--- src/rtl/alu_op_issue.sv ---
// Issue stage for the 8-bit signed ALU: buffers requests in a small FIFO and
// presents one registered op per cycle, optionally forwarding the ALU result into A.
module alu_op_issue #(
  parameter int DEPTH   = 4,
  parameter int DATA_W  = 8,
  parameter int SEL_W   = 3,
  parameter int ALU_LAT = 2
) (
  input  logic                     clk,
  input  logic                     rst_n,
  input  logic                     in_valid,
  output logic                     in_ready,
  input  logic [SEL_W-1:0]         in_sel,
  input  logic signed [DATA_W-1:0] in_a,
  input  logic signed [DATA_W-1:0] in_b,
  input  logic                     in_fwd,
  input  logic                     stall,
  input  logic                     flush,
  input  logic signed [DATA_W-1:0] alu_c,
  output logic                     out_valid,
  output logic [SEL_W-1:0]         out_sel,
  output logic signed [DATA_W-1:0] out_a,
  output logic signed [DATA_W-1:0] out_b,
  output logic [$clog2(DEPTH):0]   level
);

  localparam int PTR_W = $clog2(DEPTH);
  localparam int CNT_W = PTR_W + 1;
  localparam int LAT_W = $clog2(ALU_LAT + 1);
  localparam int ENT_W = SEL_W + 2 * DATA_W + 1;
  localparam logic [CNT_W-1:0] FULL_CNT = CNT_W'(DEPTH);
  localparam logic [CNT_W-1:0] CNT_ONE  = CNT_W'(1'b1);
  localparam logic [PTR_W-1:0] PTR_ONE  = PTR_W'(1'b1);
  localparam logic [LAT_W-1:0] LAT_LOAD = LAT_W'(ALU_LAT);
  localparam logic [LAT_W-1:0] LAT_ONE  = LAT_W'(1'b1);

  logic [ENT_W-1:0]  mem_r [DEPTH];
  logic [PTR_W-1:0]  rd_ptr_r;
  logic [PTR_W-1:0]  wr_ptr_r;
  logic [CNT_W-1:0]  cnt_r;
  logic [LAT_W-1:0]  lat_cnt_r;

  logic [ENT_W-1:0]  head_s;
  logic [SEL_W-1:0]  head_sel_s;
  logic [DATA_W-1:0] head_a_s;
  logic [DATA_W-1:0] head_b_s;
  logic              head_fwd_s;
  logic              full_s;
  logic              empty_s;
  logic              push_s;
  logic              issue_s;

  // Head decode and handshake/issue decisions; full FIFO never accepts, even alongside a pop.
  always_comb begin
    head_s     = mem_r[rd_ptr_r];
    head_sel_s = head_s[ENT_W-1 -: SEL_W];
    head_a_s   = head_s[2*DATA_W -: DATA_W];
    head_b_s   = head_s[DATA_W -: DATA_W];
    head_fwd_s = head_s[0];
    full_s     = (cnt_r == FULL_CNT);
    empty_s    = (cnt_r == {CNT_W{1'b0}});
    push_s     = in_valid && !full_s && !flush;
    issue_s    = !empty_s && !stall && !flush &&
                 (!head_fwd_s || (lat_cnt_r == {LAT_W{1'b0}}));
  end

  assign in_ready = !full_s;
  assign level    = cnt_r;

  // FIFO storage; contents need no reset because the pointers and count gate them.
  always_ff @(posedge clk) begin
    if (push_s) begin
      mem_r[wr_ptr_r] <= {in_sel, in_a, in_b, in_fwd};
    end else begin
      mem_r[wr_ptr_r] <= mem_r[wr_ptr_r];
    end
  end

  // Pointers, occupancy and the result-latency counter.
  always_ff @(posedge clk) begin
    if (!rst_n) begin
      rd_ptr_r  <= {PTR_W{1'b0}};
      wr_ptr_r  <= {PTR_W{1'b0}};
      cnt_r     <= {CNT_W{1'b0}};
      lat_cnt_r <= {LAT_W{1'b0}};
    end else if (flush) begin
      rd_ptr_r  <= {PTR_W{1'b0}};
      wr_ptr_r  <= {PTR_W{1'b0}};
      cnt_r     <= {CNT_W{1'b0}};
      lat_cnt_r <= {LAT_W{1'b0}};
    end else begin
      if (push_s) begin
        wr_ptr_r <= wr_ptr_r + PTR_ONE;
      end
      if (issue_s) begin
        rd_ptr_r <= rd_ptr_r + PTR_ONE;
      end
      case ({push_s, issue_s})
        2'b10:   cnt_r <= cnt_r + CNT_ONE;
        2'b01:   cnt_r <= cnt_r - CNT_ONE;
        default: cnt_r <= cnt_r;
      endcase
      if (issue_s) begin
        lat_cnt_r <= LAT_LOAD;
      end else if (lat_cnt_r != {LAT_W{1'b0}}) begin
        lat_cnt_r <= lat_cnt_r - LAT_ONE;
      end else begin
        lat_cnt_r <= lat_cnt_r;
      end
    end
  end

  // Registered ALU-facing outputs; data holds whenever nothing issues.
  always_ff @(posedge clk) begin
    if (!rst_n) begin
      out_valid <= 1'b0;
      out_sel   <= {SEL_W{1'b0}};
      out_a     <= {DATA_W{1'b0}};
      out_b     <= {DATA_W{1'b0}};
    end else if (issue_s) begin
      out_valid <= 1'b1;
      out_sel   <= head_sel_s;
      out_a     <= head_fwd_s ? alu_c : head_a_s;
      out_b     <= head_b_s;
    end else begin
      out_valid <= 1'b0;
    end
  end

endmodule

--- config.mk ---
export PLATFORM = sky130hd
export DESIGN_NAME = alu_op_issue
export DESIGN_NICKNAME = d
export VERILOG_FILES = /design/src/rtl/alu_op_issue.sv
export SDC_FILE = /design/constraint.sdc
export NUM_CORES = 1
export LEC_CHECK = 0
export CAP_MARGIN = 10
export CORE_UTILIZATION = 58
export DETAILED_ROUTE_END_ITERATION = 16
export GPL_ROUTABILITY_DRIVEN = 0
export PLACE_DENSITY = 0.84
export SLEW_MARGIN = 20
export SYNTH_ARGS = -nofsm -noshare
export SYNTH_HDL_FRONTEND = slang
export SYNTH_SLANG_ARGS = --single-unit
export TNS_END_PERCENT = 10
--- constraint.sdc ---
create_clock -name clk -period 7.5 [get_ports clk]
set_clock_uncertainty 0.1 [all_clocks]
set_input_delay 1.5 -clock clk [delete_from_list [all_inputs] [get_ports clk]]
set_output_delay 1.5 -clock clk [all_outputs]
set_load 0.02 [all_outputs]
==> results of run 1 <==
==> report_power, final <==
group / switching (W) / leakage, nW / internal (W)
logic: 0.0000261 / 0.537 / 0.0000296
registers: 0.00000341 / 0.977 / 0.000667
clock network: 0.000190 / 0.100 / 0.000164
==> flip-flops by register name, summed over array words and instances (netlist names), named ones only <==
register   flops
out_valid      1
mem_r         80
rd_ptr_r       2
out_sel        3
level          3
wr_ptr_r       2
lat_cnt_r      2
out_a          8
out_b          8
==> worst reg2reg max path, stage by stage, from the launching register on <==
cell	delay (ns)
dfxtp_1	0.95
mux4_2	0.61
a2111o_1	0.69
inv_2	0.49
ha_1	0.28
inv_1	0.06
fa_1	0.37
xor2_1	0.16
or3_1	0.31
a21oi_1	0.14
==> how the worst max path moves through the flow <==
stage | slack [ns] | cells past startpoint | start | to
2_1_floorplan | 3.96 | 9 | flush | level[2]$_SDFFE_PP0P_
3_3_place_gp | 3.05 | 9 | flush | level[2]$_SDFFE_PP0P_
3_5_place_dp | 2.94 | 9 | flush | level[2]$_SDFFE_PP0P_
4_1_cts | 3.22 | 9 | flop | level[2]$_SDFFE_PP0P_
5_1_grt | 3.00 | 9 | flop | level[2]$_SDFFE_PP0P_
6_report | 3.27 | 9 | flop | level[2]$_SDFFE_PP0P_
==> per-layer routing <==
layer	GRT usage [%]	vias up	part of all wire, %
met3	3.81	8	3.3
met5	0	-	0
met2	33.9	52	51
li1	-	1046	-
met1	28.2	1135	44
met4	7.27	0	1.4
==> cells by family after synthesis <==
group | Yosys count | share of synthesized area (%)
mux | 28 | 12.7
simple gates | 45 | 4.83
fa+ha+maj | 6 | 1.98
flops | 111 | 72.4
buf+inv | 20 | 2.19
compound gates | 35 | 5.01
xor+xnor | 4 | 0.840
==> placed cells by master, fill, tap and decap left out <==
master / n
edfxtp_1: 80
clkdlybuf4s50_1: 56
dfxtp_1: 31
nand2_1: 25
mux4_2: 20
a21oi_1: 13
a21boi_1: 11
o21ai_0: 10
clkbuf_8: 10
nor2_1: 8
mux2i_1: 8
inv_1: 7
ha_1: 5
and2_1: 3
or3_1: 2
xnor2_1: 2
xor2_1: 2
inv_4: 2
or2_2: 1
nor3_1: 1
a2111o_1: 1
inv_2: 1
or3b_2: 1
and2_2: 1
nand2b_1: 1
nand3_1: 1
nor4b_1: 1
fa_1: 1
bufinv_16: 1
clkinv_2: 1
clkbuf_1: 1
clkinvlp_4: 1
buf_4: 1
==> layout make-up <==
class	count	area, um2
Inverter	8	30.0
Tap cell	96	120
Fill cell	433	1870
Clock inverter	5	55.1
Timing Repair Buffer	57	568
Sequential cell	111	3020
Multi-Input combinational cell	118	1060
Clock buffer	11	141
==> stage by stage <==
stage | area [um2] | cells
CTS | 5000 | 406
finish | 5000 | 406
global route | 5000 | 406
detailed placement | 4800 | 390
floorplan | 4170 | 249
global placement | 4800 | 390
==> results.md, run 1 <==
* Post-route setup TNS at 0 ns
* Initial core utilization at 60.7%
* Critical path class: flop to flop
* Root buf cell: clkbuf_8
* Fraction of layout cells with a size suffix above 1 at 12.9%
* Syn nets at 288
* DRC at 0
* Slowest-stage cell, CP: dfxtp_1
* Clock period minus worst slack at 4.23 ns
* Clock sinks at 111
* CTS tree: built
* Post-CTS setup buffers at 0
* Diode count at 0
* Top delay family on crit path: flip-flops
* Place WS at 2.94 ns
* Final setup viols at 0
* Post-DP HPWL at 4340 um
* Critical-path maximum fanout at 30
* Slew Limit Fails at 0
* Max Clk Rate at 237 MHz
* Async set-reset flop share out of synthesis at 0%
* Synth Warn # at 0
* Worst hold endpoint: out_b[2]$_SDFFE_PN0P_
* Worst path bufs/invs at 2
* Grt total ovfl at 0
* Maximum vdd drop at 0.144 mV
* PD cells at 216 nW/um2
* Via density at 5.52
* WHS Path Cells at 2
* Syn_area_per_cell at 16.8 um2
* Final ANT Viol Nets at 0
* Clk Latency, worst-skew pair at 0.36 ns
* Rows at 30
* Cell Area, Synth at 4170 um2
* Total power at 0.00108 W
* Worst-Margin Slew at 1.08 ns
* Post-synth top flop: edfxtp_1
* Number of max-cap violations at 0
* Wire per inst at 17.5 um
* Synth top cells by count: edfxtp_1 (80), dfxtp_1 (31), nand2_1 (25)
* First-pass GRT wire length at 11100 um
* # resized after CTS at 0
* Hold Slack at 0.356 ns
* Setup WS post-layout at 3.27 ns
* Distinct cells, synth at 28
* Die Area at 7540 um2
* Total wire length at 7100 um
* Synth area leaders: edfxtp_1 (58%), dfxtp_1 (15%), mux4_2 (11%)
* Worst setup EP type: flop
* All-Layer GR Usage at 20.7%
* Reg-to-Reg End: level[2]$_SDFFE_PP0P_
* Worst path max stage delay at 0.95 ns
* Worst min path class: flop to flop
* RSZ-0062 raised after global routing: false
* Hold path startpoint: out_b[2]$_SDFFE_PN0P_
* Die height at 86.8 um
* R2R depth at 9
* Leak pwr at 1.61 nW
* H-tree depth at 3
* DRT iter0 DRCs at 98
* Mapped Cells at 249
* CORE AREA at 6870 um2
* Clock transition at path regs at 0.10 ns
* Die width at 86.8 um
* Sequential fraction of the synthesis area at 72.4%
* I/O pins at 57
* Register bit total from synthesis at 111
* Crit path launch type: flop
* Flop2flop setup slack at 3.27 ns
* Number of global-route vias before repair at 2172
* Final worst-path cycle share at 56.4%
* WP data arrival at 4.42 ns
* Initial antenna violation count at 0
* Area leader, netlist: edfxtp_1
* Final Util at 72.8%
* CP required at 7.69 ns
* Nets@finish at 344
* Synth-to-Final Area Change at 19.8%
* Post-synth EDFFs at 80
* Most frequent cell after synthesis: edfxtp_1
* Hold_buf cts at 0
* Number of port buffers at 56
* TritonRoute pass-1 iters at 4
* Status: complete, no violations
* CTS Buf Count at 9
* Vias at 2241
* Largest net degree at the start of global routing at 31
* Top cell type's share of synthesized area at 57.6%
* Max clock buf depth at 2
* Crit-path cells: mux4_2, a2111o_1, inv_2, ha_1, inv_1, fa_1, xor2_1, or3_1, a21oi_1
* Final count of hold timing violations at 0
* Slew Limit Headroom at 28.2%
Note: power is estimated with default switching activity, not from simulation.
==> inputs of run 2 (changes only) <==
CORE_UTILIZATION = 49   (was 58)
PLACE_DENSITY = 0.75   (was 0.84)
clock period = 3.7 ns   (was 7.5 ns; I/O delays follow)
==> results.md, run 2 (synthesis results as in run 1) <==
* Critical-path maximum fanout at 9 (-70%)
* # resized after CTS at 0 (unchanged)
* Post-DP HPWL at 4460 um (+2.7%)
* Met2 Resource Use GR at 28.7% (-5.2 points)
* Synth-to-Final Area Change at 21.1%
* TritonRoute pass-1 iters at 4 (unchanged)
* Final worst-path cycle share at 80.7% (+24 points)
* Worst min path class: flop to flop
* R2R depth at 9 (unchanged)
* GRT met1 Usage at 23.9% (-4.3 points)
* Most common cell after layout, fill and taps aside: edfxtp_1
* CORE AREA at 8220 um2 (+20%)
* Max FFs per register at 80 (unchanged)
* Final count of hold timing violations at 0 (unchanged)
* Die height at 94.3 um (+8.6%)
* Via density at 5.23 (-5.2%)
* Worst setup EP type: flop
* Final setup viols at 0 (unchanged)
* First-pass GRT wire length at 11200 um (+1.6%)
* Clock period minus worst slack at 2.98 ns (-1.24 ns)
* Die width at 94.3 um (+8.6%)
* Initial antenna violation count at 0 (unchanged)
* Max Clk Rate at 335 MHz (+42%)
* Worst-Margin Slew at 0.437 ns (-0.641 ns)
* Gr busiest metal: met2
* Slew Limit Fails at 0 (unchanged)
* Worst path max stage delay at 0.68 ns (-0.27 ns)
* Most frequent cells in the layout: edfxtp_1 (80), clkdlybuf4s50_1 (56), dfxtp_1 (31), nand2_1 (25), mux4_2 (20)
* Slowest-stage cell, CP: mux4_2
* Max clock buf depth at 2 (unchanged)
* Total wire length at 6970 um (-1.9%)
* Critical path class: flop to flop
* Initial core utilization at 50.8% (-10 points)
* Biggest register: mem_r
* GR Layer Usage met3 at 3.32% (-0.49 points)
* Status: complete, no violations
* Maximum vdd drop at 0.222 mV (+54%)
* Final ANT Viol Nets at 0 (unchanged)
* Wire per inst at 16.5 um (-5.8%)
* RSZ-0062 raised after global routing: false
* Filler cells at 621 (+43%)
* DRT iter0 DRCs at 167 (+70%)
* All-Layer GR Usage at 17.9% (-2.8 points)
* CTS tree: built
* Grt total ovfl at 0 (unchanged)
* Top delay family on crit path: multiplexers
* Regs by FF count: mem_r (80), out_a (8), out_b (8)
* WHS Path Cells at 1 (-1)
* Hold_buf cts at 0 (unchanged)
* Post-route setup TNS at 0 ns (unchanged)
* Clock transition at path regs at 0.11 ns (about the same)
* I/O pins at 57 (unchanged)
* Root buf cell: clkbuf_8
* H-tree depth at 3 (unchanged)
* Worst path bufs/invs at 2 (unchanged)
* WP depth at 9 (unchanged)
* Rows at 33 (+10%)
* Slew Limit Headroom at 70.9% (+43 points)
* Total power at 0.00213 W (+98%)
* Fraction of layout cells with a size suffix above 1 at 15.1% (+2.2 points)
* Clk Latency, worst-skew pair at 0.36 ns (about the same)
* Number of port buffers at 56 (unchanged)
* Vias at 2214 (-1.2%)
* Die Area at 8890 um2 (+18%)
* WP data arrival at 3.18 ns (-1.24 ns)
* Largest net degree at the start of global routing at 30 (-3.2%)
* Post-CTS setup buffers at 0 (unchanged)
* Nets@finish at 352 (+2.3%)
* Clock sinks at 111 (unchanged)
* DRC at 0 (unchanged)
* Leak pwr at 1.64 nW (+1.7%)
* CTS Buf Count at 9 (unchanged)
* Crit path launch type: flop
* Number of max-cap violations at 0 (unchanged)
* PD cells at 422 nW/um2 (+95%)
* Crit-path cells: mux4_2, a2111o_1, inv_2, ha_1, inv_1, fa_1, xor2_1, or3_1, a21oi_1
* Number of global-route vias before repair at 2132 (-1.8%)
* Diode count at 0 (unchanged)
* CP required at 3.89 ns (-3.80 ns)
* Hold path startpoint: lat_cnt_r[0]$_SDFFE_PP0N_
[run 2: cell count changes in the layout (fill, tap and decap cells not counted), sizes merged]
cell / change
clkinv: +2
buf: +8
bufinv: -1
clkinvlp: +1
clkbuf: -2
[run 2: per-layer routing]
layer,vias to the layer above,routed length [um]
li1,1061,-
met1,1101,3190
met2,42,3410
met3,10,240
met4,0,123
met5,-,0
[run 2: metrics by stage]
stage | worst slack (ns) | cell area, um2 | hold slack [ns] | util, % | instances
floorplan | 0.650 | 4170 | 0.313 | - | 249
global placement | 0.709 | 4870 | 0.325 | 59.3 | 407
detailed placement | 0.639 | 4870 | 0.332 | 59.3 | 407
CTS | 0.693 | 5050 | 0.349 | 61.5 | 423
global route | 0.586 | 5050 | 0.376 | 61.5 | 423
finish | 0.716 | 5050 | 0.350 | 61.5 | 423
[run 2: power by group]
group / leakage [nW] / total, W / switching [W] / internal [W]
Clock: 0.0877 / 0.000660 / 0.000407 / 0.000253
Combinational: 0.577 / 0.000115 / 0.0000527 / 0.0000622
Sequential: 0.977 / 0.00136 / 0.00000633 / 0.00135
[run 2: final timing paths]
path | slack (ns) | endpoint
worst max-delay path | 0.72 | level[2]$_SDFFE_PP0P_
worst min-delay path | 0.35 | lat_cnt_r[0]$_SDFFE_PP0N_
worst max register to register | 0.72 | level[2]$_SDFFE_PP0P_
worst min register to register | 0.35 | lat_cnt_r[0]$_SDFFE_PP0N_
[run 2: layout make-up]
type                    count  area, um2  share of cell area [%]
multi-input cells         118       1060                    21.0
clock inverters             7       57.6                    1.14
repair buffers             65        628                    12.4
flip-flops and latches    111       3020                    59.8
inverters                   8       30.0                   0.594
well taps                 105        131                    2.60
clock buffers               9        124                    2.45
==> RTL edit, RTL diff (config.mk and constraints of run 2) <==
Put one more register stage on the output `level`, cleared by the reset. The value now appears one clock later. The other outputs are not delayed to match.
--- a/src/rtl/alu_op_issue.sv
+++ b/src/rtl/alu_op_issue.sv
@@ -66,5 +66,11 @@
 
   assign in_ready = !full_s;
-  assign level    = cnt_r;
+  always_ff @(posedge clk) begin
+    if (!rst_n) begin
+      level <= '0;
+    end else begin
+      level <= cnt_r;
+    end
+  end
 
   // FIFO storage; contents need no reset because the pointers and count gate them.
Formal check against the unedited RTL: not equivalent (Yosys sat finds a counterexample within 4 cycles, from zero or initial values and one cycle with rst_n low).
==> RTL edit against run 2 <==
  * Global-route usage increased by 1.3 points
  * Cell area increased by 11%
  * Area after synthesis increased by 1.9%
  * Sequential cell count increased by 3
  * Maximum frequency decreased by 0.32%
  * Setup slack got worse by 0.0096 ns
  * Final cell count increased by 5.4%
  * Sequential share of layout area decreased by 4.7 points
  * Count of clock-buffer cells in the layout increased by 12
  * Synthesized cell count increased by 2.4%
  * Total power increased by 53%
  * Wire length increased by 9.5%
  * Critical endpoint is now cnt_r[2]
  * Highest routed layer unchanged
==> RTL edit: results (changes against run 2) <==
[synth]
synth_nets=294  ; +2.1%
synth-edff-count=80  ; unchanged
synth.area.top_cells=edfxtp_1 (56%), dfxtp_1 (16%), mux4_2 (11%)
synth_cell_types=27  ; -3.6%
yosysSeqAreaShare=0.725  ; about the same
synth_flop_cell=edfxtp_1
synth_commonest_cells=edfxtp_1 (80), dfxtp_1 (34), nand2_1 (25)
synthCells=255  ; +2.4%

[grt]
grt_use_met2=0.311  ; +0.0233
grt_use_met1=0.244  ; +0.00516
grt_pass1_vias=2470  ; +16%
use_met3=0.0518  ; +0.0187
grt_max_degree=30  ; unchanged
grt_usage=0.192  ; +0.0129
antenna_found_initial=0  ; unchanged
grt_pass1_wl_um=12400  ; +11%

[finish]
area_growth_syn_to_layout_pct=31.5
max_flop_register=mem_r
top_regs=mem_r: 80 flops, out_a: 8 flops, out_b: 8 flops
fill_cells=559  ; -10%
drive_above_1_share=0.171  ; +0.0196
instances_no_fill=446  ; +5.4%
nets=366  ; +4.0%

[pwr]
p_int_mw=2.67  ; +60%
irDropWorstVdd_mv=0.368  ; +65%
p_leak_nw=1.89  ; +15%

[detailed_routing]
drt_first_pass_iters=5  ; +1
drt-initial-drc-count=131  ; -22%
dr_wl_met3_um=383  ; +60%
wl_per_cell_um=17.1  ; +3.8%
route.met2.wl_um=3900  ; +14%
viasPerCell=5.35  ; +2.2%
wl_met1_um=3260  ; +2.1%

[clock_tree]
cts-htree-levels=4  ; +1
cts_setup_buffers=0  ; unchanged
clock_latency_ns=0.49  ; +0.13 ns
cts-resized-gates=0  ; unchanged
path_clk_slew_ns=0.06  ; -0.05 ns
clk_root_buffer_cell=clkbuf_8
numCtsBuffers=17  ; +8

[place]
post-place-ws_ns=0.632  ; -0.00694 ns
placed_cells=413  ; +1.5%
dpl_cell_area_um2=4950  ; +1.6%
port_buffers=56  ; unchanged
dp_hpwl_um=4450  ; -0.20%

[timing]
max_clock_freq_ghz=0.334  ; -0.32%
worst_slew_pin_slew_ns=0.443  ; +0.00626 ns
timing.hold.ws_ns=0.354  ; +0.00435 ns

[outcome]
outcome=completed

[worst_hold_path]
worst_hold_path_type=reg -> reg

[setup_path]
r2r-end=cnt_r[2]
critPathKind=reg -> reg
cp_max_fo=9  ; unchanged
worstPathArrival_ns=3.32  ; +0.14 ns

==> RTL edit: changes by cell type after synthesis, sizes merged <==
cell,before,now
dfxtp,31,34
and2,4,7
==> RTL edit: cell families (layout without fill, tap and decap cells) <==
family | count (synthesis) | in the layout | synth area share
simple gates | 48 | 48 | 0.0518
flops | 114 | 114 | 0.725
mux | 28 | 28 | 0.125
buf+inv | 20 | 105 | 0.0218
xor+xnor | 4 | 4 | 0.00824
fa+ha+maj | 6 | 6 | 0.0194
other cells | 0 | 1 | 0
compound gates | 35 | 35 | 0.0491
==> RTL edit: cell type report <==
class                      instances  area share
sequential                       114       0.551
clock inverter                    11      0.0376
antenna                            1    0.000448
multi-input combinational        121       0.193
clock buffer                      21      0.0768
tap                              105      0.0235
timing repair buffer              65       0.112
inverter                           8     0.00537
==> RTL edit: critical path, cell delays in order (launching register included) <==
cell	delay, ns
dfxtp_1	0.36
mux4_2	0.69
a2111o_1	0.50
inv_2	0.07
ha_1	0.17
inv_1	0.06
fa_1	0.37
xor2_1	0.16
or3_1	0.31
a21oi_1	0.14
==> RTL edit: how the worst min path moves through the flow <==
stage / from / to / cells after the start
global route: lat_cnt_r[0] / lat_cnt_r[0] / 1
global placement: lat_cnt_r[0] / lat_cnt_r[0] / 1
finish: lat_cnt_r[0] / lat_cnt_r[0] / 1
detailed placement: lat_cnt_r[0] / lat_cnt_r[0] / 1
CTS: lat_cnt_r[0] / lat_cnt_r[0] / 1
floorplan: lat_cnt_r[0] / lat_cnt_r[0] / 1
==> RTL edit: power groups by stage <==
stage	combinational (mW)	sequential (mW)	clock [mW]
3_5_place_dp	0.115	1.42	0
2_1_floorplan	0.0458	1.42	0
5_1_grt	0.126	1.40	1.83
4_1_cts	0.116	1.39	1.78
6_report	0.115	1.39	1.75
3_3_place_gp	0.113	1.42	0
